[src/rtl/simt_alu_pipe_pkg.sv]
// Shared opcode encodings and flag indices for the SIMT lane ALU pipeline.
package simt_pkg;

  typedef enum logic [3:0] {
    OP_ADD  = 4'h0,
    OP_SUB  = 4'h1,
    OP_NOT  = 4'h2,
    OP_NAND = 4'h3,
    OP_NOR  = 4'h4,
    OP_AND  = 4'h5,
    OP_OR   = 4'h6,
    OP_XOR  = 4'h7,
    OP_SHL  = 4'h8,
    OP_SHR  = 4'h9,
    OP_SRA  = 4'hA,
    OP_MIN  = 4'hB,
    OP_MAX  = 4'hC
  } op_e;

  // Opcodes OP_ILLEGAL_LO..4'hF are reserved and produce an illegal result.
  localparam logic [3:0] OP_ILLEGAL_LO = 4'hD;

  localparam int unsigned FLAG_Z    = 0;
  localparam int unsigned FLAG_N    = 1;
  localparam int unsigned FLAG_C    = 2;
  localparam int unsigned FLAG_V    = 3;
  localparam int unsigned NUM_FLAGS = 4;

  function automatic logic is_illegal(input logic [3:0] op);
    return op >= OP_ILLEGAL_LO;
  endfunction

endpackage

[src/rtl/simt_lane_alu.sv]
// Combinational single-lane ALU: arithmetic with optional signed saturation,
// logic ops, shifts with carry-out, and signed/unsigned MIN/MAX.
module simt_lane_alu
  import simt_pkg::*;
#(
  parameter int unsigned LANE_W = 8
) (
  input  logic [LANE_W-1:0] a,
  input  logic [LANE_W-1:0] b,
  input  logic [3:0]        opcode,
  input  logic              cmp_signed,
  input  logic              sat_mode,
  output logic [LANE_W-1:0] r,
  output logic              z,
  output logic              n,
  output logic              c,
  output logic              v,
  output logic              illegal
);

  localparam int unsigned SH_W = $clog2(LANE_W);
  localparam logic [LANE_W-1:0] SMAX = {1'b0, {(LANE_W-1){1'b1}}};
  localparam logic [LANE_W-1:0] SMIN = {1'b1, {(LANE_W-1){1'b0}}};

  logic [LANE_W:0]   sum;
  logic [LANE_W:0]   diff;
  logic [LANE_W:0]   shl_w;
  logic [LANE_W:0]   shr_w;
  logic [LANE_W:0]   sra_w;
  logic [SH_W-1:0]   sh;
  logic              add_ovf;
  logic              sub_ovf;
  logic              lt;

  always_comb begin
    sh      = b[SH_W-1:0];
    sum     = {1'b0, a} + {1'b0, b};
    diff    = {1'b0, a} - {1'b0, b};
    add_ovf = (a[LANE_W-1] == b[LANE_W-1]) && (sum[LANE_W-1] != a[LANE_W-1]);
    sub_ovf = (a[LANE_W-1] != b[LANE_W-1]) && (diff[LANE_W-1] != a[LANE_W-1]);
    // One extra bit on the outgoing side captures the last bit shifted out;
    // a zero shift leaves that bit 0, giving C=0 without a special case.
    shl_w   = {1'b0, a} << sh;
    shr_w   = {a, 1'b0} >> sh;
    sra_w   = $unsigned($signed({a, 1'b0}) >>> sh);
    lt      = cmp_signed ? ($signed(a) < $signed(b)) : (a < b);

    r       = '0;
    c       = 1'b0;
    v       = 1'b0;
    illegal = 1'b0;
    case (opcode)
      OP_ADD: begin
        r = sum[LANE_W-1:0];
        c = sum[LANE_W];
        v = add_ovf & cmp_signed;
        if (sat_mode && cmp_signed && add_ovf) r = a[LANE_W-1] ? SMIN : SMAX;
      end
      OP_SUB: begin
        r = diff[LANE_W-1:0];
        c = diff[LANE_W];
        v = sub_ovf & cmp_signed;
        if (sat_mode && cmp_signed && sub_ovf) r = a[LANE_W-1] ? SMIN : SMAX;
      end
      OP_NOT:  r = ~a;
      OP_NAND: r = ~(a & b);
      OP_NOR:  r = ~(a | b);
      OP_AND:  r = a & b;
      OP_OR:   r = a | b;
      OP_XOR:  r = a ^ b;
      OP_SHL: begin
        r = shl_w[LANE_W-1:0];
        c = shl_w[LANE_W];
      end
      OP_SHR: begin
        r = shr_w[LANE_W:1];
        c = shr_w[0];
      end
      OP_SRA: begin
        r = sra_w[LANE_W:1];
        c = sra_w[0];
      end
      OP_MIN:  r = lt ? a : b;
      OP_MAX:  r = lt ? b : a;
      default: illegal = 1'b1;
    endcase
    z = (r == '0);
    n = r[LANE_W-1];
  end

endmodule

[src/rtl/simt_alu_pipe.sv]
// Two-stage valid/ready SIMT ALU: stage 1 registers operands and masks,
// stage 2 computes all lanes and registers results, flags and commit mask.
module simt_alu_pipe
  import simt_pkg::*;
#(
  parameter int unsigned LANES  = 4,
  parameter int unsigned LANE_W = 8,
  parameter int unsigned WID_W  = 5
) (
  input  logic                     clk,
  input  logic                     rst_n,
  input  logic                     in_valid,
  output logic                     in_ready,
  input  logic [3:0]               opcode,
  input  logic                     mask_en,
  input  logic [LANES-1:0]         lane_mask,
  input  logic [LANES-1:0]         pred,
  input  logic [LANES*LANE_W-1:0]  srcA,
  input  logic [LANES*LANE_W-1:0]  srcB,
  input  logic                     use_imm,
  input  logic [LANE_W-1:0]        imm,
  input  logic                     cmp_signed,
  input  logic                     sat_mode,
  input  logic                     dbg_dryrun,
  input  logic [WID_W-1:0]         warp_id_i,
  output logic                     out_valid,
  input  logic                     out_ready,
  output logic [LANES*LANE_W-1:0]  alu_out,
  output logic [LANES-1:0]         write_en,
  output logic [LANES-1:0]         Z,
  output logic [LANES-1:0]         N,
  output logic [LANES-1:0]         C,
  output logic [LANES-1:0]         V,
  output logic                     illegal_opcode,
  output logic                     err_sticky,
  input  logic                     err_clr,
  output logic [WID_W-1:0]         warp_id_o
);

  logic                    adv;
  logic                    accept;

  logic                    s1_valid;
  logic [LANES*LANE_W-1:0] s1_a;
  logic [LANES*LANE_W-1:0] s1_b;
  logic [3:0]              s1_op;
  logic [LANES-1:0]        s1_mask;
  logic                    s1_dry;
  logic                    s1_cmp;
  logic                    s1_sat;
  logic [WID_W-1:0]        s1_wid;

  logic [LANES*LANE_W-1:0] res;
  logic [NUM_FLAGS-1:0]    lane_flags [LANES];
  logic [LANES-1:0]        lane_ill;
  logic [LANES-1:0]        fz, fn, fc, fv;

  assign adv      = !out_valid || out_ready;
  assign in_ready = adv;
  assign accept   = in_valid && adv;

  for (genvar i = 0; i < LANES; i++) begin : g_lane
    simt_lane_alu #(.LANE_W(LANE_W)) u_lane (
      .a          (s1_a[i*LANE_W +: LANE_W]),
      .b          (s1_b[i*LANE_W +: LANE_W]),
      .opcode     (s1_op),
      .cmp_signed (s1_cmp),
      .sat_mode   (s1_sat),
      .r          (res[i*LANE_W +: LANE_W]),
      .z          (lane_flags[i][FLAG_Z]),
      .n          (lane_flags[i][FLAG_N]),
      .c          (lane_flags[i][FLAG_C]),
      .v          (lane_flags[i][FLAG_V]),
      .illegal    (lane_ill[i])
    );
  end

  always_comb begin
    fz = '0;
    fn = '0;
    fc = '0;
    fv = '0;
    for (int unsigned i = 0; i < LANES; i++) begin
      fz[i] = lane_flags[i][FLAG_Z];
      fn[i] = lane_flags[i][FLAG_N];
      fc[i] = lane_flags[i][FLAG_C];
      fv[i] = lane_flags[i][FLAG_V];
    end
  end

  // Both stages advance together on adv; a stall freezes the whole pipe.
  always_ff @(posedge clk) begin
    if (!rst_n) begin
      s1_valid       <= 1'b0;
      s1_a           <= '0;
      s1_b           <= '0;
      s1_op          <= '0;
      s1_mask        <= '0;
      s1_dry         <= 1'b0;
      s1_cmp         <= 1'b0;
      s1_sat         <= 1'b0;
      s1_wid         <= '0;
      out_valid      <= 1'b0;
      alu_out        <= '0;
      write_en       <= '0;
      Z              <= '0;
      N              <= '0;
      C              <= '0;
      V              <= '0;
      illegal_opcode <= 1'b0;
      warp_id_o      <= '0;
      err_sticky     <= 1'b0;
    end else begin
      if (adv) begin
        s1_valid <= in_valid;
        if (in_valid) begin
          s1_a    <= srcA;
          s1_b    <= use_imm ? {LANES{imm}} : srcB;
          s1_op   <= opcode;
          s1_mask <= (mask_en ? lane_mask : '1) & pred;
          s1_dry  <= dbg_dryrun;
          s1_cmp  <= cmp_signed;
          s1_sat  <= sat_mode;
          s1_wid  <= warp_id_i;
        end
        out_valid <= s1_valid;
        if (s1_valid) begin
          alu_out        <= res;
          write_en       <= s1_dry ? '0 : s1_mask;
          Z              <= fz;
          N              <= fn;
          C              <= fc;
          V              <= fv;
          illegal_opcode <= |lane_ill;
          warp_id_o      <= s1_wid;
        end
      end
      if (accept && is_illegal(opcode)) begin
        err_sticky <= 1'b1;
      end else if (err_clr) begin
        err_sticky <= 1'b0;
      end
    end
  end

endmodule

[config.mk]
export PLATFORM = sky130hd
export DESIGN_NAME = simt_alu_pipe
export DESIGN_NICKNAME = d
export VERILOG_FILES = /design/src/rtl/simt_alu_pipe_pkg.sv /design/src/rtl/simt_lane_alu.sv /design/src/rtl/simt_alu_pipe.sv
export SDC_FILE = /design/constraint.sdc
export NUM_CORES = 1
export LEC_CHECK = 0
export ABC_AREA = 1
export BUFFER_PORTS_ARGS = -buffer_cell sky130_fd_sc_hd__buf_2
export CORE_MARGIN = 2
export CORE_UTILIZATION = 34
export CTS_CLUSTER_SIZE = 40
export DETAILED_ROUTE_END_ITERATION = 10
export HOLD_SLACK_MARGIN = 0.12
export PLACE_DENSITY = 0.58
export SYNTH_ARGS = -nofsm -noshare
export SYNTH_HDL_FRONTEND = slang
export SYNTH_SLANG_ARGS = --single-unit
export TNS_END_PERCENT = 1
[constraint.sdc]
create_clock -name clk -period 3.5 [get_ports clk]
set_input_delay 0.35 -clock clk [delete_from_list [all_inputs] [get_ports clk]]
set_output_delay 0.35 -clock clk [all_outputs]
set_load 0.05 [all_outputs]
**Yosys cells after proc, flatten, opt, wreduce, memory -nomap -nowiden**

Index checks and enable logic that the tools add are counted.

- Register bits: 141
- Latch bits: 0
- Memory bits (writable): 0
- Bits in read-only memories: 0
- Output and inout port bits: 61
- Logic and storage cells: 181
- Memories: 0

- Add/sub/neg operators: 8
- Multipliers: 0
- Divide/modulo/power cells: 0
- Order comparisons: 9
- Equal/unequal tests: 28
- Shifts and indexed selects: 12
- Multiplexer cells: 42
- Bitwise logic cells: 33
- Reductions and logical operators: 30

Operator list:

| cell | number |
|---|---|
| 8-bit one-hot mux with 13 select lines | 4 |
| 8-bit 2-to-1 mux | 20 |
| 8-bit inverter | 12 |
| 8-bit less-than comparator | 8 |
| 8-bit by 8-bit adder with 9-bit output | 4 |
| 8-bit by 3-bit << shifter with 9-bit output | 4 |
| 9-bit by 3-bit >> shifter with 9-bit output | 4 |
| 9-bit by 3-bit >>> shifter with 9-bit output | 4 |
| 8-bit by 8-bit subtractor with 9-bit output | 4 |
| 8-bit AND | 4 |
| 8-bit logical NOT | 4 |
| 32-bit 2-to-1 mux | 1 |
| 8-bit bitwise OR | 4 |
| 8-bit bitwise XOR | 4 |
| 4-bit == test, second input constant | 5 |
| 1-bit one-hot mux with 5 select lines | 4 |
| 1-bit logical AND | 19 |
| 4-bit by 3-bit == test with 1-bit output, second input constant | 4 |
| 13-bit OR reduction | 1 |
| 1-bit inequality test | 12 |
| 1-bit AND | 8 |
| 4-bit by 2-bit == test with 1-bit output, second input constant | 2 |
| 4-bit 2-to-1 mux | 2 |
| 1-bit one-hot mux with 2 select lines | 4 |
| other kinds (10) | 20 |

**Longest topological paths before layout**

Gate-level depths: netlist (run 1).

- Depth in word-level cells: 7
- Mapped depth: 23

**Cells and area by module**

A second synthesis (run 1) with hierarchy kept.

- Cells, all modules: 2,855
- Area, all modules: 16,328.2 sq um

By module, submodules not included:

| module | times used | cells each | area an instance (sq um) | sequential area each (sq um) |
|---|---|---|---|---|
| simt_alu_pipe | 1 | 778 | 5,521.5 | 2,822.7 |
| simt_lane_alu at g_lane[1].u_lane ... | 2 | 515 | 2,698.8 | 0.0 |
| simt_lane_alu at g_lane[3].u_lane | 1 | 528 | 2,765.2 | 0.0 |
| simt_lane_alu at g_lane[0].u_lane | 1 | 519 | 2,643.8 | 0.0 |

**Worst setup path before layout (run 1)**

OpenSTA, ideal clock, no wires.

- Kind: reg-to-reg
- Start point: register s1_a[31]
- End point: register Z[3]
- Library setup time: 0.067 ns
- Data arrival time: 2.711 ns
- Required time: 3.433 ns
- Setup slack: 0.721 ns
- Cell stages (with the launch flop): 18
- Clock period less this slack: 2.779 ns
- Path through: dfxtp_1 clkbuf_1 clkinv_1 ha_1 buf_2 o21bai_1 a21oi_1 nand3_2 nand2_4 nand2_4 buf_6 o211ai_1 nand2_1 nor2_1 nand3_1 nor2_1 nand2_1 a21oi_2

- Cells in the longest elaborated chain, start to end: 7

RTL lines:

| item | RTL line | text |
|---|---|---|
| start, declared | simt_alu_pipe.sv:44 | `logic [LANES*LANE_W-1:0] s1_a;` |
| start signal, assigned | simt_alu_pipe.sv:117 | `s1_a <= srcA;` |
| 8-bit by 8-bit subtractor with 9-bit output or 8-bit by 8-bit adder with 9-bit output (tied branches) | simt_lane_alu.sv:38, simt_lane_alu.sv:37 |  |
| 1-bit inequality test, on equally long branches | simt_lane_alu.sv:40, simt_lane_alu.sv:39 |  |
| 1-bit logical AND, on equally long branches | simt_lane_alu.sv:40, simt_lane_alu.sv:39 |  |
| 1-bit logical AND, on equally long branches | simt_lane_alu.sv:63, simt_lane_alu.sv:57 |  |
| 8-bit 2-to-1 mux, on equally long branches | simt_lane_alu.sv:63, simt_lane_alu.sv:57 |  |
| 8-bit one-hot mux with 13 select lines * | simt_lane_alu.sv:52 | `case (opcode)` |
| 8-bit logical NOT * | simt_lane_alu.sv:87 | `z = (r == '0);` |
| end signal, assigned | simt_alu_pipe.sv:130 | `Z <= fz;` |
| end, declared | simt_alu_pipe.sv:30 | `output logic [LANES-1:0] Z,` |

Mark *: on every way between the ends. The rest lies on a longest branch, timed or not.
A chain may end at the register's enable or synchronous reset.

**Worst setup path after layout (run 1)**

- Start point: register s1_b[1]
- End point: register Z[0]

- Cells in the longest elaborated chain, start to end: 7

RTL lines:

| item | RTL line | text |
|---|---|---|
| start, declared | simt_alu_pipe.sv:45 | `logic [LANES*LANE_W-1:0] s1_b;` |
| start signal, assigned | simt_alu_pipe.sv:118 | `s1_b <= use_imm ? {LANES{imm}} : srcB;` |
| 8-bit by 8-bit subtractor with 9-bit output or 8-bit by 8-bit adder with 9-bit output (tied branches) | simt_lane_alu.sv:38, simt_lane_alu.sv:37 |  |
| 1-bit inequality test, on equally long branches | simt_lane_alu.sv:40, simt_lane_alu.sv:39 |  |
| 1-bit logical AND, on equally long branches | simt_lane_alu.sv:40, simt_lane_alu.sv:39 |  |
| 1-bit logical AND, on equally long branches | simt_lane_alu.sv:63, simt_lane_alu.sv:57 |  |
| 8-bit 2-to-1 mux, on equally long branches | simt_lane_alu.sv:63, simt_lane_alu.sv:57 |  |
| 8-bit one-hot mux with 13 select lines * | simt_lane_alu.sv:52 |  |
| 8-bit logical NOT * | simt_lane_alu.sv:87 |  |

Marks and branches as above.

==> reports/results.ini, run 1 <==
[status]
status=finished, final reports clean

[timing]
hold_viol_final=0
setup_viol_count_final=0
min_period_ns=3.23
tightestPinTransition_ns=1.14
finalCritPeriodShare_pct=92.3
slew_headroom_pct=23.9
rsz0062_at_grt=yes
max_freq_ghz=0.309
drv_slew=0
finalClockSkew_ns=0.0121

[placed_design]
dp.cells=3127
place.detailed.hpwl_um=49800
place_area_um2=16000
portBuffers=159
routabilityCongestion=1.00

[clocking]
clock_sinks=137
root_buffer=clkbuf_16
cts_tree=yes
clkLatencyLatePin_ns=0.47
cts-htree-levels=4
cts_made_buffers=17
cts_max_path_buffers=2
clk_pin_slew_worst_paths_ns=0.07

[power]
p_per_area_nw_per_um2=395
power_mw=6.58
p_leak_nw=8.40
ir_worst_vdd_mv=0.340

[route]
viasPerCell=5.60
drt_iter0_drc=1946
detail_route.wl_per_cell_um=20.8
drc=0
drt_wl_total_um=65700
vias=17704
firstDrtPassIters=6
postRouteAntennaNets=0

[grt]
grt.overflow.total=0
grt_pass1_vias=16691
grt_usage_pct=29.3
antenna_found_initial=1
grt_max_degree=73
grt_pass1_wl_um=99300

[die]
num_rows=75
initial_core_util_pct=34.5
num_io_pins=160
die_area_um2=44200
core_area_um2=41900
die_x_um=210
die_y_um=210

[synth]
synth_top_family_by_area=simple AND/OR/NAND/NOR gates
synthArstFlopShare_pct=0
syn-mean-instance-area_um2=5.86
ys_ff_latch=137
synth_mux_area_share_pct=0.277
yosys.area_share.simple_pct=35.7
synth_seq_area_share_pct=19.0
syn_nets=2674
synth_cell_types=51
yosys.area_share.adder_pct=9.76
syn_inst=2467
synth_edf_count=0
synth_xor_area_share_pct=2.42
synth-main-ff-cell=dfxtp_1
synth_area_um2=14500
synth_compound_area_share_pct=21.5
ys_warn_count=0

[worst_hold_path]
hold_class=in2reg

[setup_path]
critPathLaunchType=flop
critPathKind=reg2reg
crit_arrival_ns=3.61
cp.required_ns=3.88
cp_max_fo=18
endpoint_kind=flop

[final_layout]
fin_nets=2815
drive_gt1_share_pct=13.1
fin_cells=3160
syn2layout_area_growth_pct=15.2
final_area_um2=16700
fillers=4593

[job]
maxCapViolations=0

## report_power, final
group	internal (mW)	switching [mW]
clock network	1.08	0.805
logic	0.894	2.01
registers	1.67	0.124
## worst max-delay path, stage by stage, from the launching register on
cell      delay, ns
dfxtp_1        0.67
clkinv_1       0.19
buf_4          0.25
ha_1           0.25
nand2_1        0.07
nand2_1        0.06
nand2_1        0.06
nand2_1        0.04
nand2_1        0.05
nand3_1        0.11
nand2_2        0.17
buf_4          0.22
nand3_1        0.08
nand3_1        0.09
nand2_1        0.06
nor3_1         0.37
nand2_1        0.09
nor2_1         0.10
nand3_1        0.08
a21oi_1        0.12
## cell families after synthesis
kind of cell,Yosys count
DFF,137
adders and majority gates,108
and+or+nand+nor,1226
xor gates and xnor gates,40
muxes,4
buffers and inverters,406
AOI/OAI and AO/OA,546
## synth_stat cells (12+ instances only)
cell / number / area share (%)
a21oi_1: 175 / 6.1
a31oi_1: 31 / 1.3
buf_2: 36 / 1.2
clkbuf_1: 73 / 1.9
dfxtp_1: 137 / 19
ha_1: 100 / 8.7
inv_1: 250 / 6.5
inv_2: 18 / 0.47
nand2_1: 703 / 18
nand3_1: 197 / 6.8
nand4_1: 37 / 1.6
nor2_1: 213 / 5.5
nor3_1: 35 / 1.2
o211ai_1: 47 / 2.4
o21a_1: 12 / 0.62
o21ai_0: 200 / 6.9
o22ai_1: 36 / 1.6
xor2_1: 33 / 2.0
## final cells by class
cell class | count | area [µm²] | area share [%]
sequential | 137 | 2750 | 16.5
clock buffer | 19 | 453 | 2.72
tap | 539 | 674 | 4.05
inverter | 277 | 1040 | 6.24
multi-input combinational | 1924 | 10100 | 60.8
timing repair buffer | 251 | 1490 | 8.95
clock inverter | 12 | 126 | 0.759
antenna | 1 | 2.50 | 0.0150
## timing repair
item / 4_1_cts / 5_1_grt
setup buffers: 0 / 0
endpoints found under the setup margin: 0 / 4
hold endpoints to repair: 1 / 0
resized for setup: 0 / 6
hold buffers: 1 / 0
## cell usage in the layout (no fill, tap or decap), types with 4 or more instances in the layout
cell,synthesis,routed
clkinv_2,0,5
fa_1,8,8
a21oi_1,175,175
a211oi_1,4,4
buf_2,36,158
nand2_1,703,702
inv_2,18,19
nand2_2,9,8
inv_1,250,249
o2111ai_1,5,5
mux2i_1,4,4
nor3_2,2,5
clkinv_1,9,9
dfxtp_1,137,135
nand4_2,5,5
nor2_1,213,211
o21ai_0,200,200
o22ai_1,36,36
xnor2_1,7,7
o21a_1,12,12
xor2_1,33,33
o221ai_1,5,5
a31oi_1,31,31
nand4_1,37,37
ha_1,100,100
nand2_4,6,7
o211ai_1,47,47
a221oi_1,5,5
buf_4,9,92
o21bai_1,9,9
nand3_1,197,197
clkbuf_16,0,17
nor3_1,35,32
## registers in the layout, indices dropped and copies added, names as in the netlist
register and cells:
s1_cmp 1, s1_b 32, s1_op 4, s1_a 32
alu_out 32, warp_id_o 5, s1_sat 1, s1_mask 4
illegal_opcode 1, out_valid 1, Z 4, write_en 4
s1_wid 5, s1_valid 1, err_sticky 1, s1_dry 1
V 4, C 4
## final timing paths
check	startpoint	to	slack (ns)	cells after the start
min reg2reg	C[1]	C[1]	0.46	2
min	err_clr	err_sticky	0.13	4
max	s1_b[1]	Z[0]	0.27	19
max reg2reg	s1_b[1]	Z[0]	0.27	19
## layer usage
metal | share of wire [%] | vias to the layer above | track usage [%] | routed length, µm
li1 | - | 8434 | - | -
met3 | 8.5 | 134 | 4.80 | 5580
met4 | 3.5 | 0 | 12.2 | 2310
met5 | 0 | - | 0 | 0
met2 | 43 | 870 | 45.4 | 28300
met1 | 45 | 8266 | 40.3 | 29500
## per-stage QoR
step / setup TNS (ns) / hold WS, ns / util [%] / setup WS, ns
final: 0 / 0.133 / 39.7 / 0.269
after global routing: -0.0151 / 0.154 / 39.7 / -0.0151
after CTS: 0 / 0.121 / 39.6 / 0.175
after detailed placement: 0 / 0.456 / 38.2 / 0.211
after global placement: 0 / 0.452 / 38.2 / 0.208
after floorplan: 0 / 0.444 / - / 0.721
Power figures use the tool's default switching activity.
==> inputs of run 2 (changes only) <==
--- a/config.mk
+++ b/config.mk
@@ -13,6 +13,7 @@
 export DETAILED_ROUTE_END_ITERATION = 10
 export HOLD_SLACK_MARGIN = 0.12
 export PLACE_DENSITY = 0.58
+export REMOVE_ABC_BUFFERS = 1
 export SYNTH_ARGS = -nofsm -noshare
 export SYNTH_HDL_FRONTEND = slang
 export SYNTH_SLANG_ARGS = --single-unit
==> run 2 against run 1 <==
Critical path depth shrank 2. Sequential share of layout area about the same. Clock skew grew 0.0011 ns. Die area is the same.
==> reports/results.ini, run 2 (synthesis gave the netlist of run 1 again) <==
[timing]
finalClockSkew_ns=0.0132  ; +0.00109 ns
drv_slew=0  ; unchanged
fin_tns_setup_ns=0  ; unchanged
slew_headroom_pct=23.0  ; -0.90 points
hold_slack_ns=0.142  ; +0.00914 ns
min_period_ns=3.20  ; -0.0314 ns
rsz0062_at_grt=no
setup_viol_count_final=0  ; unchanged
tightestPinTransition_ns=1.15  ; +0.0148 ns
finalCritPeriodShare_pct=91.4  ; -0.90 points
max_freq_ghz=0.313  ; +0.98%
hold_viol_final=0  ; unchanged

[grt]
grt_max_degree=73  ; unchanged
grt.overflow.total=0  ; unchanged
grt_pass1_vias=16473  ; -1.3%
antenna_found_initial=1  ; unchanged
grt_pass1_wl_um=97100  ; -2.2%
grt_usage_pct=28.6  ; -0.70 points

[worst_hold_path]
hold_class=in2reg
hold_path_depth=3  ; -1
holdPathEnd=s1_b[25]
hold_start=srcB[25]

[setup_path]
r2r_setup_slack_ns=0.30  ; +0.03 ns
r2r-start=s1_a[13]
critPathKind=reg2reg
cp.required_ns=3.92  ; +0.04 ns
critPathLaunchType=flop
rr_worst_depth=17  ; -2
worstReg2RegEnd=Z[1]
endpoint_kind=flop
cp_max_fo=17  ; -1
crit_arrival_ns=3.62  ; about the same

[placed_design]
routabilityCongestion=0.991  ; -1.2%
place.detailed.hpwl_um=48200  ; -3.3%
dp.cells=3129  ; +0.064%
place_area_um2=16100  ; +0.17%
portBuffers=159  ; unchanged

[route]
drt_iter0_drc=1724  ; -11%
detail_route.wl_per_cell_um=20.0  ; -3.9%
firstDrtPassIters=8  ; +2
drt_wl_total_um=63200  ; -3.8%
vias=17309  ; -2.2%
drc=0  ; unchanged
viasPerCell=5.47  ; -2.3%
postRouteAntennaNets=0  ; unchanged

[power]
seq_power_share_pct=27.4  ; about the same
clockPowerShare_pct=28.5  ; about the same
p_switching_mw=2.95  ; +0.70%
ir_worst_vdd_mv=0.346  ; +1.8%
switching_share_pct=45.3  ; +0.74 points
intPower_mw=3.56  ; -2.3%
p_per_area_nw_per_um2=391  ; -1.0%
p_leak_nw=8.41  ; +0.11%
power_mw=6.52  ; -0.94%
p_comb_share_pct=44.1  ; about the same

[final_layout]
final_common_cell=nand2_1
final_cell_mix=702 x nand2_1, 249 x inv_1, 211 x nor2_1
fin_cells=3163  ; +0.095%
syn2layout_area_growth_pct=15.3  ; about the same
seqCellArea_um2=2750  ; unchanged
num_antenna_cells=0  ; -1
final_area_um2=16700  ; about the same
multi_input_area_um2=10100  ; about the same
top_regs=alu_out: 32 flops, s1_a: 32 flops, s1_b: 32 flops
fillers=4583  ; -0.22%
drive_gt1_share_pct=13.1  ; +0.018 points
fin_nets=2818  ; +0.11%

[job]
maxCapViolations=0  ; unchanged

[status]
status=finished, final reports clean

[die]
die_x_um=210  ; unchanged
core_area_um2=41900  ; unchanged
die_y_um=210  ; unchanged
initial_core_util_pct=34.5  ; unchanged
num_io_pins=160  ; unchanged
num_rows=75  ; unchanged
die_area_um2=44200  ; unchanged

[clocking]
clkLatencyLatePin_ns=0.48  ; about the same
root_buffer=clkbuf_16
cts_max_path_buffers=2  ; unchanged
postCtsSetupBuffers=0  ; unchanged
cts-htree-levels=4  ; unchanged
cts_tree=yes
clock_sinks=137  ; unchanged
cts_made_buffers=17  ; unchanged
clk_pin_slew_worst_paths_ns=0.07  ; about the same

run 2: cell types whose count changed in the layout (fill, tap and decap cells not counted), moves of 2 or more:
cell / delta
clkbuf_8: -2
clkinv_2: -3
inv_6: +7
nor3_1: +2
nor3_2: -2
run 2: per-layer routing:
layer	global-route usage [%]	wire, µm	vias to the layer above	part of all wire (%)
li1	-	-	8439	-
met1	38.0	28100	8063	44
met2	46.5	28700	703	45
met3	4.17	4150	104	6.6
met4	11.3	2230	0	3.5
met5	0	0	-	0
run 2: area by class of cell:
cell class	instances	share of cell area, %
repair buffers	254	9.17
flip-flops and latches	137	16.5
clock inverters	14	0.811
clock buffers	18	2.57
well taps	539	4.05
multi-input cells	1924	60.7
inverters	277	6.24
run 2: critical path, stage by stage, from the launching register on:
cell and delay (ns):
dfxtp_1 0.41, inv_1 0.21, ha_1 0.43, nor2_1 0.21
inv_1 0.08, nor2_1 0.16, nand3_1 0.09, nand3_1 0.10
nand2_2 0.24, nand2_4 0.28, nand2_1 0.08, nand3_1 0.07
nand2_1 0.07, nor3_1 0.27, nand2_1 0.09, nor2_1 0.13
nand3_1 0.09, a21oi_1 0.12
run 2: metrics by stage:
| stage | utilization, % | setup WS [ns] |
|---|---|---|
| floorplan | - | -1.30 |
| global placement | 38.3 | 0.192 |
| detailed placement | 38.3 | 0.194 |
| CTS | 39.7 | 0.183 |
| global route | 39.7 | 0.0144 |
| finish | 39.7 | 0.300 |
run 2: timing repair:
action,in CTS,in global routing
gates resized for setup,0,5
endpoints found under the hold margin,2,0
hold buffers,2,0
setup endpoints to repair,0,5
run 2: how the worst max path moves through the flow:
stage	startpoint	end	slack (ns)	cells past startpoint
global placement	s1_a[15]	Z[1]	0.19	14
CTS	s1_a[15]	Z[1]	0.18	14
finish	s1_a[13]	Z[1]	0.30	17
global route	s1_a[18]	Z[2]	0.01	17
detailed placement	s1_a[15]	Z[1]	0.19	14
floorplan	out_valid	V[0]	-1.30	7
run 2: power by group through the flow:
| stage | Combinational, mW | Clock, mW | Sequential [mW] |
|---|---|---|---|
| 6_report | 2.87 | 1.86 | 1.79 |
| 3_3_place_gp | 2.81 | 0 | 1.82 |
| 2_1_floorplan | 1.71 | 0 | 1.97 |
| 3_5_place_dp | 2.81 | 0 | 1.82 |
| 4_1_cts | 2.82 | 1.90 | 1.78 |
| 5_1_grt | 3.19 | 1.95 | 1.80 |
